===== src/rtl/cpu_pkg.sv =====
// cpu_pkg: constants shared by the accumulator CPU sequencer and ALU.
//   state_e    - instruction cycle phase encoding
//   OP_*       - opcode field values (instruction[7:5])
//   SHIFT_RIGHT_OP - SHIFT operand value selecting a right shift
//   addr_sel_e - memory address source selected by the sequencer decode
package cpu_pkg;

   typedef enum logic [1:0] {
      FETCH  = 2'b00,
      DECODE = 2'b01,
      EXEC_A = 2'b10,
      EXEC_B = 2'b11
   } state_e;

   localparam logic [2:0] OP_ADD   = 3'b000;
   localparam logic [2:0] OP_SUB   = 3'b001;
   localparam logic [2:0] OP_NAND  = 3'b010;
   localparam logic [2:0] OP_SHIFT = 3'b011;
   localparam logic [2:0] OP_LD    = 3'b100;
   localparam logic [2:0] OP_ST    = 3'b101;
   localparam logic [2:0] OP_JC    = 3'b110;
   localparam logic [2:0] OP_JZ    = 3'b111;

   localparam logic [4:0] SHIFT_RIGHT_OP = 5'h1f;

   typedef enum logic [1:0] {
      ADDR_NONE = 2'b00,
      ADDR_PC   = 2'b01,
      ADDR_OP   = 2'b10
   } addr_sel_e;

endpackage


===== src/rtl/cpu_seq_decode.sv =====
// cpu_seq_decode: combinational bus-access decode for the instruction sequencer.
// Ports:
//   state       in  2  current cycle phase
//   opcode      in  3  instruction[7:5]
//   run         in  1  execute enable (only meaningful in FETCH)
//   reset       in  1  active-low reset; forces all strobes off
//   mem_rd      out 1  memory read strobe
//   mem_wr      out 1  memory write strobe
//   addr_sel    out 2  address source (addr_sel_e)
//   needs_ready out 1  phase may only advance when mem_ready is high
module cpu_seq_decode
   import cpu_pkg::*;
(
   input  logic [1:0] state,
   input  logic [2:0] opcode,
   input  logic       run,
   input  logic       reset,
   output logic       mem_rd,
   output logic       mem_wr,
   output logic [1:0] addr_sel,
   output logic       needs_ready
);

   always_comb begin
      mem_rd      = 1'b0;
      mem_wr      = 1'b0;
      addr_sel    = ADDR_NONE;
      needs_ready = 1'b0;
      // While reset is held nothing touches the bus, whatever the phase.
      if (reset) begin
         unique case (state_e'(state))
            FETCH: begin
               if (run) begin
                  mem_rd      = 1'b1;
                  addr_sel    = ADDR_PC;
                  needs_ready = 1'b1;
               end
            end
            DECODE: ;
            EXEC_A: begin
               if (opcode == OP_LD) begin
                  mem_rd      = 1'b1;
                  addr_sel    = ADDR_OP;
                  needs_ready = 1'b1;
               end
            end
            EXEC_B: begin
               if (opcode == OP_ADD || opcode == OP_SUB || opcode == OP_NAND) begin
                  mem_rd      = 1'b1;
                  addr_sel    = ADDR_OP;
                  needs_ready = 1'b1;
               end else if (opcode == OP_ST) begin
                  mem_wr      = 1'b1;
                  addr_sel    = ADDR_OP;
                  needs_ready = 1'b1;
               end
            end
            default: ;
         endcase
      end
   end

endmodule


===== src/rtl/cpu_seq.sv =====
// cpu_seq: instruction sequencer for the 8-bit accumulator CPU. Holds the program
// counter and instruction register and steps FETCH -> DECODE -> EXEC_A -> EXEC_B.
// Ports:
//   tclk        in  1  clock, rising edge
//   reset       in  1  synchronous active-low reset
//   run         in  1  1 = execute, 0 = idle in FETCH
//   mem_ready   in  1  memory completes the current access this cycle
//   c, z        in  1  ALU carry / zero flags (conditional jumps)
//   d_bus       in  8  data bus, captured as the instruction in FETCH
//   instruction out 8  instruction register
//   state       out 2  current cycle phase
//   pc          out 5  program counter
//   addr        out 5  memory address
//   mem_rd      out 1  memory read strobe
//   mem_wr      out 1  memory write strobe
module cpu_seq
   import cpu_pkg::*;
#(
   parameter logic [4:0] PC_RESET = 5'h00
) (
   input  logic       tclk,
   input  logic       reset,
   input  logic       run,
   input  logic       mem_ready,
   input  logic       c,
   input  logic       z,
   input  logic [7:0] d_bus,
   output logic [7:0] instruction,
   output logic [1:0] state,
   output logic [4:0] pc,
   output logic [4:0] addr,
   output logic       mem_rd,
   output logic       mem_wr
);

   state_e     state_q, state_d;
   logic [4:0] pc_q, pc_d;
   logic [7:0] instr_q, instr_d;

   logic [1:0] addr_sel;
   logic       needs_ready;
   logic [2:0] opcode;
   logic [4:0] operand;

   assign opcode  = instr_q[7:5];
   assign operand = instr_q[4:0];

   cpu_seq_decode u_decode (
      .state       (state_q),
      .opcode      (opcode),
      .run         (run),
      .reset       (reset),
      .mem_rd      (mem_rd),
      .mem_wr      (mem_wr),
      .addr_sel    (addr_sel),
      .needs_ready (needs_ready)
   );

   always_comb begin
      addr = 5'h00;
      unique case (addr_sel)
         ADDR_PC: addr = pc_q;
         ADDR_OP: addr = operand;
         default: addr = 5'h00;
      endcase
   end

   always_comb begin
      state_d = state_q;
      pc_d    = pc_q;
      instr_d = instr_q;
      unique case (state_q)
         FETCH: begin
            // needs_ready is only set here when run is high.
            if (needs_ready && mem_ready) begin
               instr_d = d_bus;
               pc_d    = pc_q + 5'd1;
               state_d = DECODE;
            end
         end
         DECODE: state_d = EXEC_A;
         EXEC_A: begin
            if (!needs_ready || mem_ready) begin
               state_d = EXEC_B;
               if ((opcode == OP_JC && c) || (opcode == OP_JZ && z)) begin
                  pc_d = operand;
               end
            end
         end
         EXEC_B: begin
            if (!needs_ready || mem_ready) begin
               state_d = FETCH;
            end
         end
         default: state_d = FETCH;
      endcase
   end

   always_ff @(posedge tclk) begin
      if (!reset) begin
         state_q <= FETCH;
         pc_q    <= PC_RESET;
         instr_q <= 8'h00;
      end else begin
         state_q <= state_d;
         pc_q    <= pc_d;
         instr_q <= instr_d;
      end
   end

   assign state       = state_q;
   assign pc          = pc_q;
   assign instruction = instr_q;

endmodule


===== config.mk =====
export PLATFORM = sky130hd
export DESIGN_NAME = cpu_seq
export DESIGN_NICKNAME = d
export VERILOG_FILES = /design/src/rtl/cpu_pkg.sv /design/src/rtl/cpu_seq_decode.sv /design/src/rtl/cpu_seq.sv
export SDC_FILE = /design/constraint.sdc
export NUM_CORES = 1
export LEC_CHECK = 0
export CAP_MARGIN = 40
export CORE_MARGIN = 2
export CORE_UTILIZATION = 45
export CTS_BUF_LIST = sky130_fd_sc_hd__clkbuf_8
export DETAILED_ROUTE_END_ITERATION = 16
export HOLD_SLACK_MARGIN = 0.1
export PLACE_DENSITY = 0.84
export SETUP_SLACK_MARGIN = 0.02
export SYNTH_ARGS = -nofsm -noshare
export SYNTH_HDL_FRONTEND = slang
export SYNTH_HIERARCHICAL = 1
export SYNTH_SLANG_ARGS = --single-unit

===== constraint.sdc =====
create_clock -name tclk -period 2.6 [get_ports tclk]
set_input_delay 0.26 -clock tclk [delete_from_list [all_inputs] [get_ports tclk]]
set_output_delay 0.26 -clock tclk [all_outputs]
set_load 0.05 [all_outputs]

==> out/qor.yml, run 1 <==
floorplan:
  die_w_um: 49.8
  dieArea_mm2: 0.00248
  row_count: 16
  initial_core_util_pct: 48.2
  die_h_um: 49.8
  core_mm2: 0.00196
  ios: 36
synthesis:
  synth_top_area_cell: "dfxtp_1"
  ys_seq_area_share_pct: 31.8
  synth_top_area_share_pct: 31.8
  syn_nets: 131
  synthCells: 111
  synth_edf_count: 0
  synthTopCellsByCount: "15 x dfxtp_1, 15 x nor2_1, 13 x mux2i_1"
  ys_seq_elements: 15
  yosys-top-cells-area: "dfxtp_1 32%, mux2i_1 14%, ha_1 7.9%"
  async_flop_share_pct: 0
  synth_area_um2: 945
  yosysUniqueCellTypes: 32
  synth.avg_cell_area_um2: 8.51
  ys.flop_type: "dfxtp_1"
  yosysWarnings: 6
worst_setup_path:
  worstRegToRegCells: 7
  cpPeakStageDelay_ns: 0.45
  crit_fanout: 6
  cp.arrival_ns: 2.07
  cp-start-kind: "register"
  worstPathRequired_ns: 2.34
  end_kind: "output port"
  setup.worst_path.class: "register to output port"
  crit_path_top_delay_cell: "dfxtp_1"
  crit_path_cell_trace: "nand2b_4 -> or3_1 -> a21oi_2 -> ha_1 -> a22oi_1 -> nor2_1 -> buf_12"
detailed_routing:
  route.detailed.drc: 0
  drt-wirelength-per-cell_um: 13.9
  via_per_inst: 5.51
  vias: 976
  drtAntennaViolNets: 0
  dr.pass1.iters: 4
  routed_wl_um: 2470
  dr.first_iter.drc_count: 27
timing:
  layout_setup_ws_ns: 0.272
  maxSlewViolCount: 0
  fin_setup_tns_ns: 0
  period_needed_ns: 2.33
  fmax_ghz: 0.430
  slew_headroom_pct: 65.8
  skew_ns: 0.00101
  worst_pin_slew_ns: 0.511
  timing.final.hold_violations: 0
  rsz0062_at_grt: "no"
  fin_crit_sh_pct: 89.5
  finalSetupViolCount: 0
outcome:
  status: "finished, final reports clean"
place:
  dp_slack_ns: 0.307
  place.gp.congestion: 0.910
  portBuffers: 35
  dp_hpwl_um: 1890
layout:
  fill_cells: 167
  drive_gt1_share_pct: 12.7
  areaGrowthSynthToFinish_pct: 51.0
  antenna_cells: 0
  fin_nets: 171
global_routing:
  first_global_vias: 927
  grt_max_degree: 14
  grt_pass1_wl_um: 4120
  overflow: 0
  grt_antenna_before_repair: 0
  gr-usage-all-layers_pct: 21.7
clocking:
  cts_setup_buffers: 0
  postCtsResizedCells: 0
  clock-sinks: 15
  cts_buffers: 3
  cts.clk_slew.worst_paths_ns: 0.06
  clk_latency_ns: 0.26
  cts-root-buf: "clkbuf_8"
  cts_max_level: 1
  cts_tree: "done"
  ctsHoldBuffers: 0
  clock_path_buffers: 2
power_and_ir_drop:
  p_per_area_mw_per_mm2: 888
  total_power_uw: 1270
  irDropWorstVdd_mv: 0.640
  power.leakage_uw: 0.000567
worst_hold_path:
  hold_depth: 2
  hp-class: "register to register"
run:
  cap_violations: 0
## final cells by class
cell class / instances / area, um^2 / share of cell area, %
inverters: 7 / 26.3 / 1.84
well taps: 27 / 33.8 / 2.37
repair buffers: 36 / 405 / 28.4
flip-flops and latches: 15 / 300 / 21.1
clock buffers: 3 / 41.3 / 2.89
clock inverters: 1 / 5.00 / 0.351
multi-input cells: 88 / 614 / 43.1
## metrics by stage
step / utilization (%) / cells / cell area, um^2 / hold slack, ns
final: 72.7 / 177 / 1430 / 0.519
after global routing: 72.7 / 177 / 1430 / 0.551
after detailed placement: 70.3 / 173 / 1380 / 0.509
after CTS: 72.7 / 177 / 1430 / 0.519
after global placement: 70.3 / 173 / 1380 / 0.506
after floorplan: - / 111 / 945 / 0.404
## worst max-delay path, delay by kind of cell (launching register included)
kind	cells	cell delay, ns
compound gates	2	0.29
fa+ha+maj	1	0.29
buf+inv	1	0.17
flops	1	0.45
simple gates	3	0.61
## sequential cells by signal, summed over array words and instances, names as in the netlist
register and cells:
state 2, pc 5, instruction 8
## path summary, 6_finish.rpt
kind	startpoint	endpoint	slack (ns)
min reg2reg	pc[4]	pc[4]	0.52
min	pc[4]	pc[4]	0.52
max	instruction[7]	addr[3]	0.27
max reg2reg	instruction[7]	pc[2]	0.49
## kinds of logic (layout without fill, tap and decap cells)
| logic type | after synthesis | after routing | share of synthesized area, % |
|---|---|---|---|
| muxes | 13 | 13 | 13.8 |
| AOI/OAI and AO/OA | 26 | 26 | 19.1 |
| DFF | 15 | 15 | 31.8 |
| and+or+nand+nor | 41 | 41 | 22.4 |
| buffers and inverters | 8 | 47 | 3.18 |
| adders and majority gates | 6 | 6 | 7.95 |
| xor gates and xnor gates | 2 | 2 | 1.85 |
## per-layer routing
| layer | vias to the layer above | global-route usage [%] | wire, um |
|---|---|---|---|
| met1 | 462 | 27.3 | 1030 |
| met3 | 5 | 3.64 | 130 |
| li1 | 473 | - | - |
| met5 | - | 0 | 0 |
| met4 | 0 | 11.1 | 51 |
| met2 | 36 | 35.3 | 1260 |
## power breakdown
group          switching (uW)  leakage, uW  total (uW)  internal [uW]
combinational             430     0.000420         719            289
sequential               73.3     0.000122         350            277
clock                    91.4    0.0000255         198            107
## layout by cell type, fill, tap and decap left out, types with 2 or more instances in the layout
| cell | count |
|---|---|
| nand2_1 | 9 |
| a21oi_1 | 4 |
| o21ai_0 | 5 |
| nor2b_1 | 3 |
| a311oi_1 | 2 |
| mux2i_1 | 13 |
| a22oi_1 | 5 |
| buf_4 | 2 |
| nand3_1 | 5 |
| clkdlybuf4s50_1 | 29 |
| a21o_1 | 2 |
| dfxtp_1 | 15 |
| ha_1 | 6 |
| inv_1 | 7 |
| nor2_1 | 15 |
| xor2_1 | 2 |
| buf_12 | 5 |
| clkbuf_8 | 3 |
Note: power is estimated with default switching activity, not from simulation.
==> inputs of run 2 (changes only) <==
--- a/config.mk
+++ b/config.mk
@@ -5,9 +5,10 @@
 export SDC_FILE = /design/constraint.sdc
 export NUM_CORES = 1
 export LEC_CHECK = 0
+export ABC_AREA = 1
 export CAP_MARGIN = 40
 export CORE_MARGIN = 2
-export CORE_UTILIZATION = 45
+export CORE_UTILIZATION = 46
 export CTS_BUF_LIST = sky130_fd_sc_hd__clkbuf_8
 export DETAILED_ROUTE_END_ITERATION = 16
 export HOLD_SLACK_MARGIN = 0.1
==> constraint.sdc (replaced) <==
create_clock -name tclk -period 2.6 [get_ports tclk]
set_input_delay 0.26 -clock tclk [delete_from_list [all_inputs] [get_ports tclk]]
set_output_delay 0.26 -clock tclk [all_outputs]
set_load 0.005 [all_outputs]
==> run 2 against run 1 <==
Clock skew is 0.0052 ns higher. Via count is 16% higher. Register-to-register slack better by 0.38 ns. Utilization is 6.0 points lower. Sequential share of layout area is 0.064 points higher. Synthesized cell count is 45% higher. Count of clock-buffer cells in the layout stayed put. Clock power is 4% lower. Combinational power is 12% lower. Die area is 4.7% higher. Wire length is 0.28% higher. Critical path type unchanged.
==> out/qor.yml, run 2 <==
layout:
  antenna_cells: 0
  layoutNonFillerInstCount: 226
  areaGrowthSynthToFinish_pct: 41.3
  fin_util_pct: 66.7
  layout_common_cells: "46 x nand2_1, 35 x clkdlybuf4s50_1, 21 x inv_1"
  largest_register_ffs: 8
  fin_nets: 219
  final_common_cell: "nand2_1"
  multiInputGateArea_um2: 602
  regArea_um2: 303
  drive_gt1_share_pct: 9.60
  fill_cells: 195
detailed_routing:
  drt-wirelength-per-cell_um: 11.0
  dr.pass1.iters: 4
  route.detailed.drc: 0
  routed_wl_um: 2480
  drtAntennaViolNets: 0
  vias: 1135
  via_per_inst: 5.02
  dr.first_iter.drc_count: 25
synthesis:
  syn_nets: 181
  synthCells: 161
  synth.avg_cell_area_um2: 6.30
  synthTopCellsByCount: "46 x nand2_1, 21 x inv_1, 19 x a21oi_1"
  async_flop_share_pct: 0
  synth_top_area_share_pct: 29.6
  yosysUniqueCellTypes: 20
  ys_seq_area_share_pct: 29.6
  yosysWarnings: 6
  ys_seq_elements: 15
  synth_top_area_cell: "dfxtp_1"
  ys.flop_type: "dfxtp_1"
  synth_most_common_cell: "nand2_1"
  synth_edf_count: 0
  synth_area_mm2: 0.00101
  yosys-top-cells-area: "dfxtp_1 30%, nand2_1 17%, a21oi_1 9.4%"
floorplan:
  initial_core_util_pct: 47.2
  die_h_um: 51.0
  ios: 36
  die_w_um: 51.0
  row_count: 17
  core_mm2: 0.00215
  dieArea_mm2: 0.00260
global_routing:
  first_global_vias: 1026
  grt_antenna_before_repair: 0
  overflow: 0
  gr-usage-all-layers_pct: 21.4
  grt_pass1_wl_um: 4240
  grt_max_degree: 14
power_and_ir_drop:
  switchingPower_uw: 511
  p_per_area_mw_per_mm2: 851
  p_clk_share_pct: 15.6
  intPower_uw: 710
  irDropWorstVdd_mv: 0.752
  power.leakage_uw: 0.000606
  switching_share_pct: 41.8
  combPwrFrac_pct: 51.8
  p_seq_share_pct: 32.6
worst_setup_path:
  cp.arrival_ns: 2.09
  crit_buf_inv: 2
  worstRegToRegCells: 10
  end_kind: "output port"
  crit_path_start: "instruction[5]"
  rr_endpoint: "instruction[2]"
  cpPeakStageDelay_ns: 0.53
  crit_path_cell_trace: "inv_1 -> nand2_1 -> nand3_2 -> a21oi_2 -> ha_2 -> nand2_1 -> a21oi_1 -> clkdlybuf4s50_1"
  crit_top_cell: "nand2_1"
  worstPathRequired_ns: 2.34
  setup.worst_path.class: "register to output port"
  critical_path.endpoint: "addr[3]"
  rr_startpoint: "instruction[6]"
  crit_path_top_delay_cell: "clkdlybuf4s50_1"
  crit_fanout: 6
  cp-start-kind: "register"
  cpLargestDelayFamily: "buffers and inverters"
  regToRegSetupSlack_ns: 0.87
  crit_cells: 8
clocking:
  ctsHoldBuffers: 0
  cts.clk_slew.worst_paths_ns: 0.07
  cts_tree: "done"
  clk_latency_ns: 0.25
  cts_max_level: 1
  clock-sinks: 15
  cts_setup_buffers: 0
  cts_buffers: 3
  clock_path_buffers: 2
  cts-root-buf: "clkbuf_8"
timing:
  slew_headroom_pct: 79.6
  worst_hold_slack_ns: 0.499
  worst_pin_slew_ns: 0.306
  skew_ns: 0.00620
  period_needed_ns: 2.35
  maxSlewViolCount: 0
  fin_setup_tns_ns: 0
  fin_crit_sh_pct: 90.2
  timing.final.hold_violations: 0
  finalSetupViolCount: 0
  rsz0062_at_grt: "no"
  fmax_ghz: 0.426
place:
  portBuffers: 35
  dp.cells: 222
  dp_hpwl_um: 1950
  place.gp.congestion: 0.747
worst_hold_path:
  hp-class: "register to register"
outcome:
  status: "finished, final reports clean"
run:
  cap_violations: 0
run 2: changes by cell type after synthesis, sizes merged, moves of 3 or more:
cell / change
nand2: +40
inv: +17
a21oi: +14
nand3: +14
mux2i: -13
a22oi: -5
nor2b: -3
run 2: what timing repair did:
action / CTS / global route
gates resized for setup: 0 / 4
endpoints found under the setup margin: 0 / 5
hold endpoints to repair: 0 / 0
run 2: layout make-up:
cell class | count | area share (%)
clock inverters | 1 | 0.349
clock buffers | 3 | 2.88
repair buffers | 36 | 25.0
inverters | 24 | 6.28
flip-flops and latches | 15 | 21.1
well taps | 28 | 2.44
multi-input cells | 119 | 42.0
run 2: cell families (layout without fill, tap and decap cells):
| family | after synthesis | after routing | share of synthesized area (%) |
|---|---|---|---|
| AND/OR/NAND/NOR | 88 | 88 | 38.7 |
| flip-flops | 15 | 15 | 29.6 |
| AO/OA/AOI/OAI | 25 | 25 | 12.6 |
| buffers and inverters | 27 | 64 | 11.7 |
| adder cells (fa/ha/maj) | 6 | 6 | 7.40 |
run 2: worst reg2reg max path, stage by stage, from the launching register on:
cell     delay (ns)
dfxtp_1        0.37
nor2_1         0.15
nand3_1        0.14
nand3_1        0.10
nand2_1        0.05
inv_1          0.06
nand2_1        0.07
inv_1          0.16
nand2_1        0.24
o21ai_0        0.22
a21oi_1        0.05
run 2: worst min path at each step:
stage	startpoint	to	slack, ns	cells after the start
floorplan	d_bus[0]	instruction[0]	0.43	2
global placement	instruction[2]	instruction[2]	0.49	2
detailed placement	instruction[2]	instruction[2]	0.49	2
CTS	instruction[2]	instruction[2]	0.51	2
global route	instruction[0]	instruction[0]	0.54	2
finish	instruction[2]	instruction[2]	0.50	2
run 2: through the flow:
step / total power (uW) / area (um^2) / worst slack (ns)
CTS: 1220 / 1430 / 0.118
global placement: 1000 / 1380 / 0.344
finish: 1220 / 1430 / 0.255
global route: 1330 / 1430 / 0.0595
floorplan: 804 / 1010 / 1.06
detailed placement: 1020 / 1380 / 0.288
run 2: power by group through the flow:
stage | clock network (uW) | registers, uW | logic, uW
after floorplan | 0 | 373 | 431
after global placement | 0 | 396 | 607
after detailed placement | 0 | 398 | 627
after CTS | 193 | 394 | 632
after global routing | 200 | 409 | 725
final | 190 | 398 | 632
run 2: routing by layer:
metal,share of wire (%),GRT usage [%],vias up
li1,-,-,589
met1,44,25.5,504
met2,50,38.3,37
met3,4.8,2.63,5
met4,1.5,9.01,0
met5,0,0,-
==> inputs of run 3 (changes only) <==
--- a/config.mk
+++ b/config.mk
@@ -12,8 +12,9 @@
 export CTS_BUF_LIST = sky130_fd_sc_hd__clkbuf_8
 export DETAILED_ROUTE_END_ITERATION = 16
 export HOLD_SLACK_MARGIN = 0.1
-export PLACE_DENSITY = 0.84
+export PLACE_DENSITY = 0.82
 export SETUP_SLACK_MARGIN = 0.02
+export SKIP_LAST_GASP = 1
 export SYNTH_ARGS = -nofsm -noshare
 export SYNTH_HDL_FRONTEND = slang
 export SYNTH_HIERARCHICAL = 1
==> run 3 against run 2 <==
Utilization stayed put. First-iteration DRC count is 32% lower. Final cell count stayed put. Die area stayed put. Register-to-register slack worse by 0.08 ns. Combinational power is 3% higher. Non-clock buffer count stayed put. Sequential share of layout area stayed put. Count of clock-buffer cells in the layout stayed put. Wire length is 13% higher. Sequential cell count stayed put. Worst setup slack worse by 0.089 ns.
==> out/qor.yml, run 3 (synthesis results as in run 2) <==
power_and_ir_drop:
  power.leakage_uw: 0.000606
  irDropWorstVdd_mv: 0.578
  p_per_area_mw_per_mm2: 863
detailed_routing:
  via_per_inst: 5.14
  drtAntennaViolNets: 0
  dr.first_iter.drc_count: 17
  route.detailed.drc: 0
  dr.pass1.iters: 4
  vias: 1161
  drt-wirelength-per-cell_um: 12.4
  routed_wl_um: 2790
layout:
  layout_common_cells: "46 x nand2_1, 35 x clkdlybuf4s50_1, 21 x inv_1"
  drive_gt1_share_pct: 9.60
  layoutNonFillerInstCount: 226
  antenna_cells: 0
  final_common_cell: "nand2_1"
  largest_register_ffs: 8
  areaGrowthSynthToFinish_pct: 41.3
  multiInputGateArea_um2: 602
  fin_nets: 219
  fill_cells: 197
  regArea_um2: 303
floorplan:
  ios: 36
  die_w_um: 51.0
  initial_core_util_pct: 47.2
  row_count: 17
  die_h_um: 51.0
  dieArea_mm2: 0.00260
  core_mm2: 0.00215
timing:
  fmax_ghz: 0.411
  skew_ns: 0.00563
  timing.final.hold_violations: 0
  worst_hold_slack_ns: 0.504
  fin_crit_sh_pct: 93.6
  slew_headroom_pct: 78.2
  maxSlewViolCount: 0
  worst_pin_slew_ns: 0.327
  finalSetupViolCount: 0
  fin_setup_tns_ns: 0
  rsz0062_at_grt: "no"
  period_needed_ns: 2.43
worst_setup_path:
  end_kind: "output port"
  cp.arrival_ns: 2.17
  setup.worst_path.class: "register to output port"
  worstRegToRegCells: 11
  cp-start-kind: "register"
  worstPathRequired_ns: 2.34
  crit_fanout: 6
clocking:
  clock-sinks: 15
  cts-root-buf: "clkbuf_8"
  cts_tree: "done"
  cts.clk_slew.worst_paths_ns: 0.06
  clk_latency_ns: 0.25
  clock_path_buffers: 2
  ctsHoldBuffers: 0
  cts_max_level: 1
  cts_buffers: 3
place:
  portBuffers: 35
  dp.cells: 222
  dp_hpwl_um: 2140
  place.gp.congestion: 0.760
global_routing:
  gr-usage-all-layers_pct: 22.5
  grt_pass1_wl_um: 4440
  first_global_vias: 1072
  grt_antenna_before_repair: 0
  grt_max_degree: 14
  overflow: 0
worst_hold_path:
  hold_depth: 2
  hp-class: "register to register"
run:
  cap_violations: 0
outcome:
  status: "finished, final reports clean"
## run 3: cell counts in the layout (fill, tap and decap cells not counted)
Identical to the previous run, type by type.
## run 3: where the power goes
group	switching, uW	internal (uW)	leakage, uW
registers	99.4	297	0.000123
logic	342	307	0.000457
clock network	86.5	106	0.0000255
total	527	710	0.000606
## run 3: area by class of cell
type                       count  area share [%]
inverter                      24            6.28
multi-input combinational    119            42.0
sequential                    15            21.1
timing repair buffer          36            25.0
clock buffer                   3            2.88
clock inverter                 1           0.349
tap                           28            2.44
## run 3: critical path, stage by stage, from the launching register on
cell and delay [ns]:
dfxtp_1 0.45, nand2_1 0.14, nand3_2 0.11, a21oi_2 0.07
inv_1 0.06, ha_1 0.25, nand2_1 0.09, a21oi_1 0.19
clkdlybuf4s50_1 0.56
## run 3: path summary, 6_finish.rpt
check                       from             end  slack, ns
setup / recovery  instruction[6]         addr[4]       0.17
hold / removal    instruction[2]  instruction[2]       0.50
setup reg to reg        state[0]  instruction[5]       0.79
hold reg to reg   instruction[2]  instruction[2]       0.50
## run 3: metrics by stage
step	cell area (um^2)	power [uW]	utilization, %	setup slack (ns)
floorplan	1010	804	-	1.06
global placement	1380	1000	64.2	0.325
detailed placement	1380	1030	64.2	0.217
CTS	1430	1220	66.3	0.0756
global route	1430	1340	66.7	0.0700
finish	1430	1240	66.7	0.166
## run 3: per-layer routing
metal / GRT usage (%) / part of all wire (%) / vias to the layer above
met1: 23.9 / 41 / 525
li1: - / - / 586
met5: 0 / 0 / -
met4: 10.4 / 2.5 / 0
met3: 4.39 / 4.2 / 10
met2: 42.2 / 52 / 40
## run 3: repair_timing
item	in CTS	in global routing
buffers inserted	0	0
gates resized for setup	0	4
endpoints found under the setup margin	0	5
